**config.mk**
```make
export PLATFORM = sky130hd
export DESIGN_NAME = stopwatch_display_scan
export DESIGN_NICKNAME = d
export VERILOG_FILES = /design/src/rtl/stopwatch_display_scan_pkg.sv /design/src/rtl/stopwatch_display_scan_bcd_to_seg7.sv /design/src/rtl/stopwatch_display_scan.sv
export SDC_FILE = /design/constraint.sdc
export NUM_CORES = 1
export LEC_CHECK = 0
export ABC_AREA = 1
export BUFFER_PORTS_ARGS = -buffer_cell sky130_fd_sc_hd__buf_2
export CORE_MARGIN = 10
export CORE_UTILIZATION = 54
export DETAILED_ROUTE_END_ITERATION = 8
export PLACE_DENSITY = 0.76
export SYNTH_ARGS = -nofsm -noshare
export SYNTH_HDL_FRONTEND = slang
export SYNTH_SLANG_ARGS = --single-unit
export TNS_END_PERCENT = 10
```
**constraint.sdc**
```tcl
create_clock -name clk -period 2.05 [get_ports clk]
set_clock_uncertainty 0.1 [all_clocks]
set_input_delay 0 -clock clk [delete_from_list [all_inputs] [get_ports clk]]
set_output_delay 0 -clock clk [all_outputs]
set_load 0.005 [all_outputs]
```
**src/rtl/stopwatch_display_scan_pkg.sv**
```systemverilog
// -----------------------------------------------------------------------------
// stopwatch_display_scan_pkg
// Shared constants for the stopwatch 4-digit multiplexed 7-segment scanner:
//   - active-low segment encodings {g,f,e,d,c,b,a} for BCD 0..9, dash, blank
//   - digit-slot indices (also the scan order, slot 0 first)
//   - default scan prescaler settings
//   - helper mapping a slot index to its active-low anode enable pattern
// -----------------------------------------------------------------------------
package stopwatch_display_scan_pkg;

    localparam int SCAN_DIV_DEFAULT = 50000;
    localparam int CNT_W_DEFAULT    = 16;

    localparam logic [6:0] SEG_0     = 7'h40;
    localparam logic [6:0] SEG_1     = 7'h79;
    localparam logic [6:0] SEG_2     = 7'h24;
    localparam logic [6:0] SEG_3     = 7'h30;
    localparam logic [6:0] SEG_4     = 7'h19;
    localparam logic [6:0] SEG_5     = 7'h12;
    localparam logic [6:0] SEG_6     = 7'h02;
    localparam logic [6:0] SEG_7     = 7'h78;
    localparam logic [6:0] SEG_8     = 7'h00;
    localparam logic [6:0] SEG_9     = 7'h10;
    localparam logic [6:0] SEG_DASH  = 7'h3F;
    localparam logic [6:0] SEG_BLANK = 7'h7F;

    localparam logic [1:0] SLOT_MS0 = 2'd0;
    localparam logic [1:0] SLOT_S0  = 2'd1;
    localparam logic [1:0] SLOT_S1  = 2'd2;
    localparam logic [1:0] SLOT_M0  = 2'd3;

    // Active-low one-cold anode pattern for a digit slot.
    function automatic logic [3:0] slot_to_an(input logic [1:0] slot);
        return ~(4'b0001 << slot);
    endfunction

endpackage

```
**src/rtl/stopwatch_display_scan_bcd_to_seg7.sv**
```systemverilog
// -----------------------------------------------------------------------------
// bcd_to_seg7
// Combinational BCD to active-low 7-segment decoder.
// Ports:
//   i_bcd   [3:0] BCD digit; 10..15 decode to a dash
//   i_blank       1 = force all segments off (SEG_BLANK)
//   o_seg   [6:0] active-low segments {g,f,e,d,c,b,a}
// -----------------------------------------------------------------------------
module bcd_to_seg7
    import stopwatch_display_scan_pkg::*;
(
    input  logic [3:0] i_bcd,
    input  logic       i_blank,
    output logic [6:0] o_seg
);

    logic [6:0] w_digit_seg;

    // Digit lookup; every non-BCD code shows a dash.
    always_comb begin
        w_digit_seg = SEG_DASH;
        case (i_bcd)
            4'd0:    w_digit_seg = SEG_0;
            4'd1:    w_digit_seg = SEG_1;
            4'd2:    w_digit_seg = SEG_2;
            4'd3:    w_digit_seg = SEG_3;
            4'd4:    w_digit_seg = SEG_4;
            4'd5:    w_digit_seg = SEG_5;
            4'd6:    w_digit_seg = SEG_6;
            4'd7:    w_digit_seg = SEG_7;
            4'd8:    w_digit_seg = SEG_8;
            4'd9:    w_digit_seg = SEG_9;
            default: w_digit_seg = SEG_DASH;
        endcase
    end

    // Blank override.
    always_comb begin
        o_seg = w_digit_seg;
        if (i_blank) begin
            o_seg = SEG_BLANK;
        end else begin
            o_seg = w_digit_seg;
        end
    end

endmodule

```
**src/rtl/stopwatch_display_scan.sv**
```systemverilog
// -----------------------------------------------------------------------------
// stopwatch_display_scan
// Drives a 4-digit multiplexed 7-segment display from the stopwatch digits.
// The four input digits are captured into shadow registers once per scan
// frame (at the idx 3->0 slot change) so a frame never mixes old and new
// digits; hold freezes the shadow for lap display. Outputs are registered
// from the current slot index and the shadow digits.
//
// Optional build macro: STOPWATCH_LZ_BLANK_EN enables leading-zero blanking
// of the minutes and tens-of-seconds slots.
//
// Parameters:
//   SCAN_DIV   clk cycles per digit slot (2..2^CNT_W)
//   CNT_W      prescaler width
// Ports:
//   clk         rising-edge clock
//   reset       synchronous active-low reset
//   min0, sec1, sec0, milSec0 [3:0]  BCD digits from the stopwatch
//   hold        1 = keep current snapshot at frame boundaries
//   an    [3:0] active-low digit enables (an[0]=milSec0 .. an[3]=min0)
//   seg   [6:0] active-low segments {g,f,e,d,c,b,a}
//   dp          active-low decimal point (lit in the sec0 slot)
//   frame_tick  one-cycle pulse after each snapshot slot change
// -----------------------------------------------------------------------------
module stopwatch_display_scan
    import stopwatch_display_scan_pkg::*;
#(
    parameter int SCAN_DIV = SCAN_DIV_DEFAULT,
    parameter int CNT_W    = CNT_W_DEFAULT
) (
    input  logic       clk,
    input  logic       reset,
    input  logic [3:0] min0,
    input  logic [3:0] sec1,
    input  logic [3:0] sec0,
    input  logic [3:0] milSec0,
    input  logic       hold,
    output logic [3:0] an,
    output logic [6:0] seg,
    output logic       dp,
    output logic       frame_tick
);

    logic [CNT_W-1:0] r_presc;
    logic [1:0]       r_idx;
    logic [3:0]       r_sh_m0;
    logic [3:0]       r_sh_s1;
    logic [3:0]       r_sh_s0;
    logic [3:0]       r_sh_ms0;
    logic [3:0]       r_an;
    logic [6:0]       r_seg;
    logic             r_dp;
    logic             r_frame_tick;

    logic             w_tc;
    logic             w_frame_edge;
    logic [3:0]       w_digit;
    logic             w_blank;
    logic [6:0]       w_seg;

    assign w_tc         = (r_presc == CNT_W'(SCAN_DIV - 1));
    assign w_frame_edge = w_tc && (r_idx == SLOT_M0);

    // Prescaler and slot index.
    always_ff @(posedge clk) begin
        if (!reset) begin
            r_presc <= '0;
            r_idx   <= 2'd0;
        end else if (w_tc) begin
            r_presc <= '0;
            r_idx   <= r_idx + 2'd1;
        end else begin
            r_presc <= r_presc + CNT_W'(1);
            r_idx   <= r_idx;
        end
    end

    // Shadow digits: loaded only at the frame boundary and only when not held.
    always_ff @(posedge clk) begin
        if (!reset) begin
            r_sh_m0  <= 4'd0;
            r_sh_s1  <= 4'd0;
            r_sh_s0  <= 4'd0;
            r_sh_ms0 <= 4'd0;
        end else if (w_frame_edge && !hold) begin
            r_sh_m0  <= min0;
            r_sh_s1  <= sec1;
            r_sh_s0  <= sec0;
            r_sh_ms0 <= milSec0;
        end else begin
            r_sh_m0  <= r_sh_m0;
            r_sh_s1  <= r_sh_s1;
            r_sh_s0  <= r_sh_s0;
            r_sh_ms0 <= r_sh_ms0;
        end
    end

    // Select the shadow digit for the current slot.
    always_comb begin
        w_digit = r_sh_ms0;
        case (r_idx)
            SLOT_MS0: w_digit = r_sh_ms0;
            SLOT_S0:  w_digit = r_sh_s0;
            SLOT_S1:  w_digit = r_sh_s1;
            SLOT_M0:  w_digit = r_sh_m0;
            default:  w_digit = r_sh_ms0;
        endcase
    end

`ifdef STOPWATCH_LZ_BLANK_EN
    // Leading-zero blanking: minutes blank when 0, tens-of-seconds blank only
    // when the minutes are blank too. Zero tests never match a dash code.
    always_comb begin
        w_blank = 1'b0;
        if (r_idx == SLOT_M0) begin
            w_blank = (r_sh_m0 == 4'd0);
        end else if (r_idx == SLOT_S1) begin
            w_blank = (r_sh_m0 == 4'd0) && (r_sh_s1 == 4'd0);
        end else begin
            w_blank = 1'b0;
        end
    end
`else
    assign w_blank = 1'b0;
`endif

    bcd_to_seg7 u_bcd_to_seg7 (
        .i_bcd   (w_digit),
        .i_blank (w_blank),
        .o_seg   (w_seg)
    );

    // Registered display outputs, one cycle behind the slot index.
    always_ff @(posedge clk) begin
        if (!reset) begin
            r_an         <= 4'hF;
            r_seg        <= SEG_BLANK;
            r_dp         <= 1'b1;
            r_frame_tick <= 1'b0;
        end else begin
            r_an         <= slot_to_an(r_idx);
            r_seg        <= w_seg;
            r_dp         <= (r_idx == SLOT_S0) ? 1'b0 : 1'b1;
            r_frame_tick <= w_frame_edge;
        end
    end

    assign an         = r_an;
    assign seg        = r_seg;
    assign dp         = r_dp;
    assign frame_tick = r_frame_tick;

endmodule

```
======== Word level (Yosys, flattened, before mapping) ========
Memories as Yosys holds them, arrays and structs flattened. A register that Yosys moved wholly into a read port is not among the register bits.
Index checks and enable logic that the tools add are counted.
storage, ports and cells
  bits in registers ....................... 40
  memory bits (read-only) ................. 112
  input bits .............................. 19
  output and inout port bits .............. 13
  word-level logic and storage cells ...... 27
  memories ................................ 1
operators by class
  $add $sub $neg .......................... 2
  equal/unequal tests ..................... 4
  shift operators ......................... 1
  mux-type cells .......................... 2
  bitwise gates (word level) .............. 2
  reduce and logical (&&, ||, !) cells .... 6
memories
  memory            depth  bits a word  rd ports  clocked after memory_dff  write ports  line                                      text
  (name not given)  16     7            1         1                         0            stopwatch_display_scan_bcd_to_seg7.sv:22  case (i_bcd)
operator list
  kind                   count
  $add 16x1->16 const B  1
  $eq 16x16->1 const B   1
  $pmux 4 s4             1
  $eq 2x2->1 const B     2
  $not 4->4              1
  $shl 1x2->4 const A    1
  $add 2x1->2 const B    1
  $eq 2x1->1 const B     1
  $logic_and 1x1->1      2
  $logic_not 1->1        2
  $logic_not 2->1        1
  $reduce_or 2->1        1
  $mux 1                 1
  $not 1->1              1

======== Logic depth before layout (Yosys ltp) ========
  depth in word-level cells ............... 3
  depth in mapped cells ................... 13
  mapped depth without buffers ............ 13

======== Hierarchy ========
From an unflattened synthesis, not the netlist that was laid out.
second synthesis, totals
  cell total of the unflattened synthesis .. 322
  area total of the unflattened synthesis .. 2239.6 µm²
modules (own cells, without submodules)
  module                  instances  cells each  area an instance (µm²)
  stopwatch_display_scan  1          285         2043.2
  bcd_to_seg7             1          37          196.4

======== Least setup slack after synthesis ========
No wires, ideal clock.
  path kind ............................... flip-flop to flip-flop
  start ................................... reg r_idx[0]
  end ..................................... reg r_seg[3] (netlist: seg[3])
  arrival time ............................ 1.587 ns
  required time ........................... 1.831 ns
  path slack .............................. 0.244 ns
  stages on the path, launching flop included .. 13
  period minus slack after synthesis ...... 1.806 ns
  cell sequence ........................... dfxtp_1 > inv_1 > ha_1 > inv_2 > nor2_1 > nor2_1 > inv_1 > ha_1 > inv_1 > nand2_1 > nand2_1 > nand2_1 > nand2_1
on the way
  word-level cells in the longest chain between the ends .. 2
  elaborated cells on any way between the ends .. 5
RTL lines
  item                                      line                           text
  from (decl)                               stopwatch_display_scan.sv:45   logic [1:0] r_idx;
  from (signal assigned)                    stopwatch_display_scan.sv:71   r_idx <= r_idx + 2'd1;
  from (signal assigned)                    stopwatch_display_scan.sv:74   r_idx <= r_idx;
  $eq 2x2->1, or another cell as far along  stopwatch_display_scan.sv:101  case (r_idx)
  $pmux 4 s4 (*)                            stopwatch_display_scan.sv:101
  to (decl)                                 stopwatch_display_scan.sv:51   logic [6:0] r_seg;
Every way passes the cells marked *; elsewhere a longest branch is shown, timed or not.
A chain may end at the register's enable or synchronous reset.

======== Worst setup path in the final report ========
  start ................................... reg r_idx[1]
  end ..................................... reg r_seg[3] (netlist: seg[3])
Same word-level chain as after synthesis.

==> flow_summary_export.csv <==
group,metric,value,unit
yosys,postSynthAreaPerCell,6.86,µm²
sta,hold-worst-slack,0.303,ns
route,final_antenna_net_count,0,
yosys,ys.warnings.count,0,
clocking,numClockSinks,46,
placed_design,place.port_buffers,31,
route,routedWlPerCell,11.6,µm
clocking,clk_pin_slew_worst_paths,0.08,ns
sta,tns,0,ns
route,drt_pass1_iterations,4,
critical_path,critPathBufInv,2,
critical_path,ff2ff_setup_slack,0.14,ns
critical_path,crit_path_frequent_cell,"nand2_1",
global_routing,grt_util_all_layers,0.136,
route,vias_per_cell,4.77,
final_layout,n_antenna_cell,0,
global_routing,via_count_of_the_first_global_routing_pass,1944,
power,static_leakage,0.00125,µW
critical_path,worstPathRequired,2.13,ns
yosys,post_synth_num_cell_types,27,
die,start_util,0.561,
clocking,root_cell_of_the_clock_tree,"clkbuf_8",
placed_design,detailed_place_hpwl,3510,µm
critical_path,critical_path.slowest_cell,"dfxtp_2",
yosys,synthFlopType,"dfxtp_1",
final_layout,area.sequential,923,µm²
sta,post_layout_min_period,1.91,ns
yosys,postSynthRegisterBits,46,
critical_path,path_delay_family,"simple AND/OR/NAND/NOR gates",
job,max_cap_viol_count,0,
critical_path,worstSetupPathType,"register to register",
sta,slew_violations,0,
route,routed_wl,4970,µm
final_layout,number_of_nets_in_the_final_layout,405,
clocking,tritoncts,"yes",
critical_path,crit_path_cell_trace,"ha_1 -> nand2_1 -> nand2_1 -> nor2_1 -> nor2_2 -> inv_2 -> ha_1 -> inv_1 -> nand2_1 -> nand2_1 -> nand2_1 -> nand2_1",
route,dr_total_vias,2042,
yosys,synth-seq-area-share,0.410,
die,die_boundary_width,84.5,µm
status,status,"finished clean",
clocking,htree_levels,2,
sta,fin_crit_sh,0.930,
die,design.portCount,32,
yosys,syn_inst,327,
route,drt_iter0_drc,112,
clocking,cts_max_path_buffers,2,
critical_path,critPathMaxStageDelay,0.40,ns
sta,finalHoldViolations,0,
final_layout,fill_cells,335,
sta,setup_viol,0,
global_routing,grt_first_pass_wirelength,8340,µm
min_path,timing.hold.worst.class,"input pin to register",
critical_path,critPathCaptureType,"register",
clocking,cts_made_buffers,5,
final_layout,area_delta_synth_final,21.8,%
final_layout,multi_input_comb_area,0.00114,mm²
yosys,syn-cell-area,0.00224,mm²
yosys,synthesized_netlist_net_count,355,
clocking,worst_skew_pair.late_latency,0.30,ns
die,dieHeight,84.5,µm
final_layout,final_layout_size_suffix_gt1_frac,0.180,
power,power_per_cell_area,593,mW/mm²
sta,worst-slew-pin-transition,0.645,ns
placed_design,globalplace.congestion,0.887,
yosys,share_of_flip_flops_with_an_asynchronous_set_or_reset,0,
die,fp.coreArea,0.00400,mm²
die,std_cell_rows,23,
sta,slew_headroom,0.565,
critical_path,crit_path_start_kind,"register",
critical_path,crit_path_max_fanout,5,
global_routing,grt_start_max_net_pins,33,
die,dieArea,0.00714,mm²
power,vdd.ir_drop.worst,0.360,mV
global_routing,grt_antenna_before_repair,0,
sta,maxClockFrequency,524,MHz
yosys,synth_enable_flop_cells,0,
global_routing,globalRoute.totalOverflow,0,
critical_path,worstPathArrival,1.99,ns
route,post-route-drc-count,0,
-- cell usage in the layout, fill, tap and decap left out --
cell type / count
o21ai_0: 4
nor3b_1: 1
or2_2: 1
ha_4: 2
a21oi_1: 12
nand4_4: 1
o21bai_1: 1
clkbuf_8: 8
nor3_1: 4
dfxtp_2: 2
ha_1: 6
nor2_1: 58
nand2_1: 98
inv_2: 8
inv_1: 35
nand2_2: 3
dfxtp_1: 44
nand3_2: 1
nor3_2: 2
nand3_1: 19
a21oi_2: 1
nor2_4: 1
dlygate4sd3_1: 17
xor2_1: 3
ha_2: 1
nand4_1: 7
o21ai_2: 1
buf_4: 2
buf_2: 31
nor2_2: 3
or2_0: 1
-- logic make-up (layout without fill, tap and decap cells) --
family / after synthesis / count (layout) / synth area share
xor+xnor: 3 / 3 / 0.0117
simple gates: 200 / 200 / 0.384
fa+ha+maj: 9 / 9 / 0.0502
buf+inv: 50 / 101 / 0.0970
compound gates: 19 / 19 / 0.0468
flops: 46 / 46 / 0.410
-- cell type report --
class | instances | area share
multi-input combinational | 231 | 0.416
sequential | 46 | 0.338
timing repair buffer | 50 | 0.124
inverter | 43 | 0.0590
clock buffer | 8 | 0.0403
tap | 50 | 0.0229
-- synthesized netlist by cell type, types with 2 or more instances --
cell type / instances / area share
nand2_1: 98 / 0.16
nor2_1: 59 / 0.099
dfxtp_1: 46 / 0.41
inv_1: 38 / 0.064
nand3_1: 19 / 0.042
a21oi_1: 12 / 0.027
ha_1: 9 / 0.050
nand4_1: 7 / 0.020
inv_2: 5 / 0.0084
nor3_1: 4 / 0.0089
o21ai_0: 4 / 0.0089
buf_2: 3 / 0.0067
buf_6: 3 / 0.015
nand2_2: 3 / 0.0084
xor2_1: 3 / 0.012
nor2_2: 2 / 0.0056
nor3_2: 2 / 0.0089
-- path summary, 6_finish.rpt --
check,start,end,depth (start not counted)
worst max register to register,r_idx[1]$_SDFFE_PN0N_,seg[3]$_SDFF_PN1_,12
worst min register to register,r_presc[0]$_SDFF_PP0_,r_presc[0]$_SDFF_PP0_,1
worst max-delay path,r_idx[1]$_SDFFE_PN0N_,seg[3]$_SDFF_PN1_,12
worst min-delay path,hold,r_sh_m0[0]$_SDFFE_PN0P_,6
-- through the flow --
stage / worst slack [ns] / total power, µW / util / cells / instance area, µm²
after floorplan: 0.244 / 955 / - / 327 / 2240
after global placement: 0.141 / 982 / 0.603 / 402 / 2410
after detailed placement: 0.00208 / 984 / 0.603 / 402 / 2410
after CTS: 0.0831 / 1640 / 0.674 / 427 / 2700
after global routing: -0.00801 / 1670 / 0.683 / 428 / 2730
final: 0.143 / 1620 / 0.683 / 428 / 2730
-- per-layer routing --
metal	vias up	global-route usage	wire, µm
li1	1106	-	-
met1	882	0.156	2300
met2	44	0.230	2280
met3	10	0.0396	295
met4	0	0.0554	94
met5	-	0	0
-- state kept, by name (all words and copies together), names as in the netlist, 2 cells and up --
register and cells:
seg 7, r_sh_s0 4, an 4, r_sh_m0 4, r_presc 16, r_sh_s1 4, r_idx 2, r_sh_ms0 4
-- power by group --
part	internal [µW]	switching, µW	total (µW)
Sequential	905	5.09	910
Clock	340	294	634
Combinational	44.1	33.5	77.6
Total	1290	333	1620
-- repair_timing --
action / CTS / global route
resized for setup: 1 / 10
setup buffers: 0 / 1
endpoints found under the setup margin: 1 / 6
hold buffers: 17 / 0
hold endpoints to repair: 18 / 0
pin swaps: 0 / 1
-- worst register-to-register path, cell delays in order, from the launching register on --
cell	delay (ns)
dfxtp_2	0.40
ha_1	0.27
nand2_1	0.09
nand2_1	0.06
nor2_1	0.04
nor2_2	0.20
inv_2	0.09
ha_1	0.29
inv_1	0.04
nand2_1	0.05
nand2_1	0.05
nand2_1	0.06
nand2_1	0.05
No activity file was read; power rests on OpenSTA's default activity.
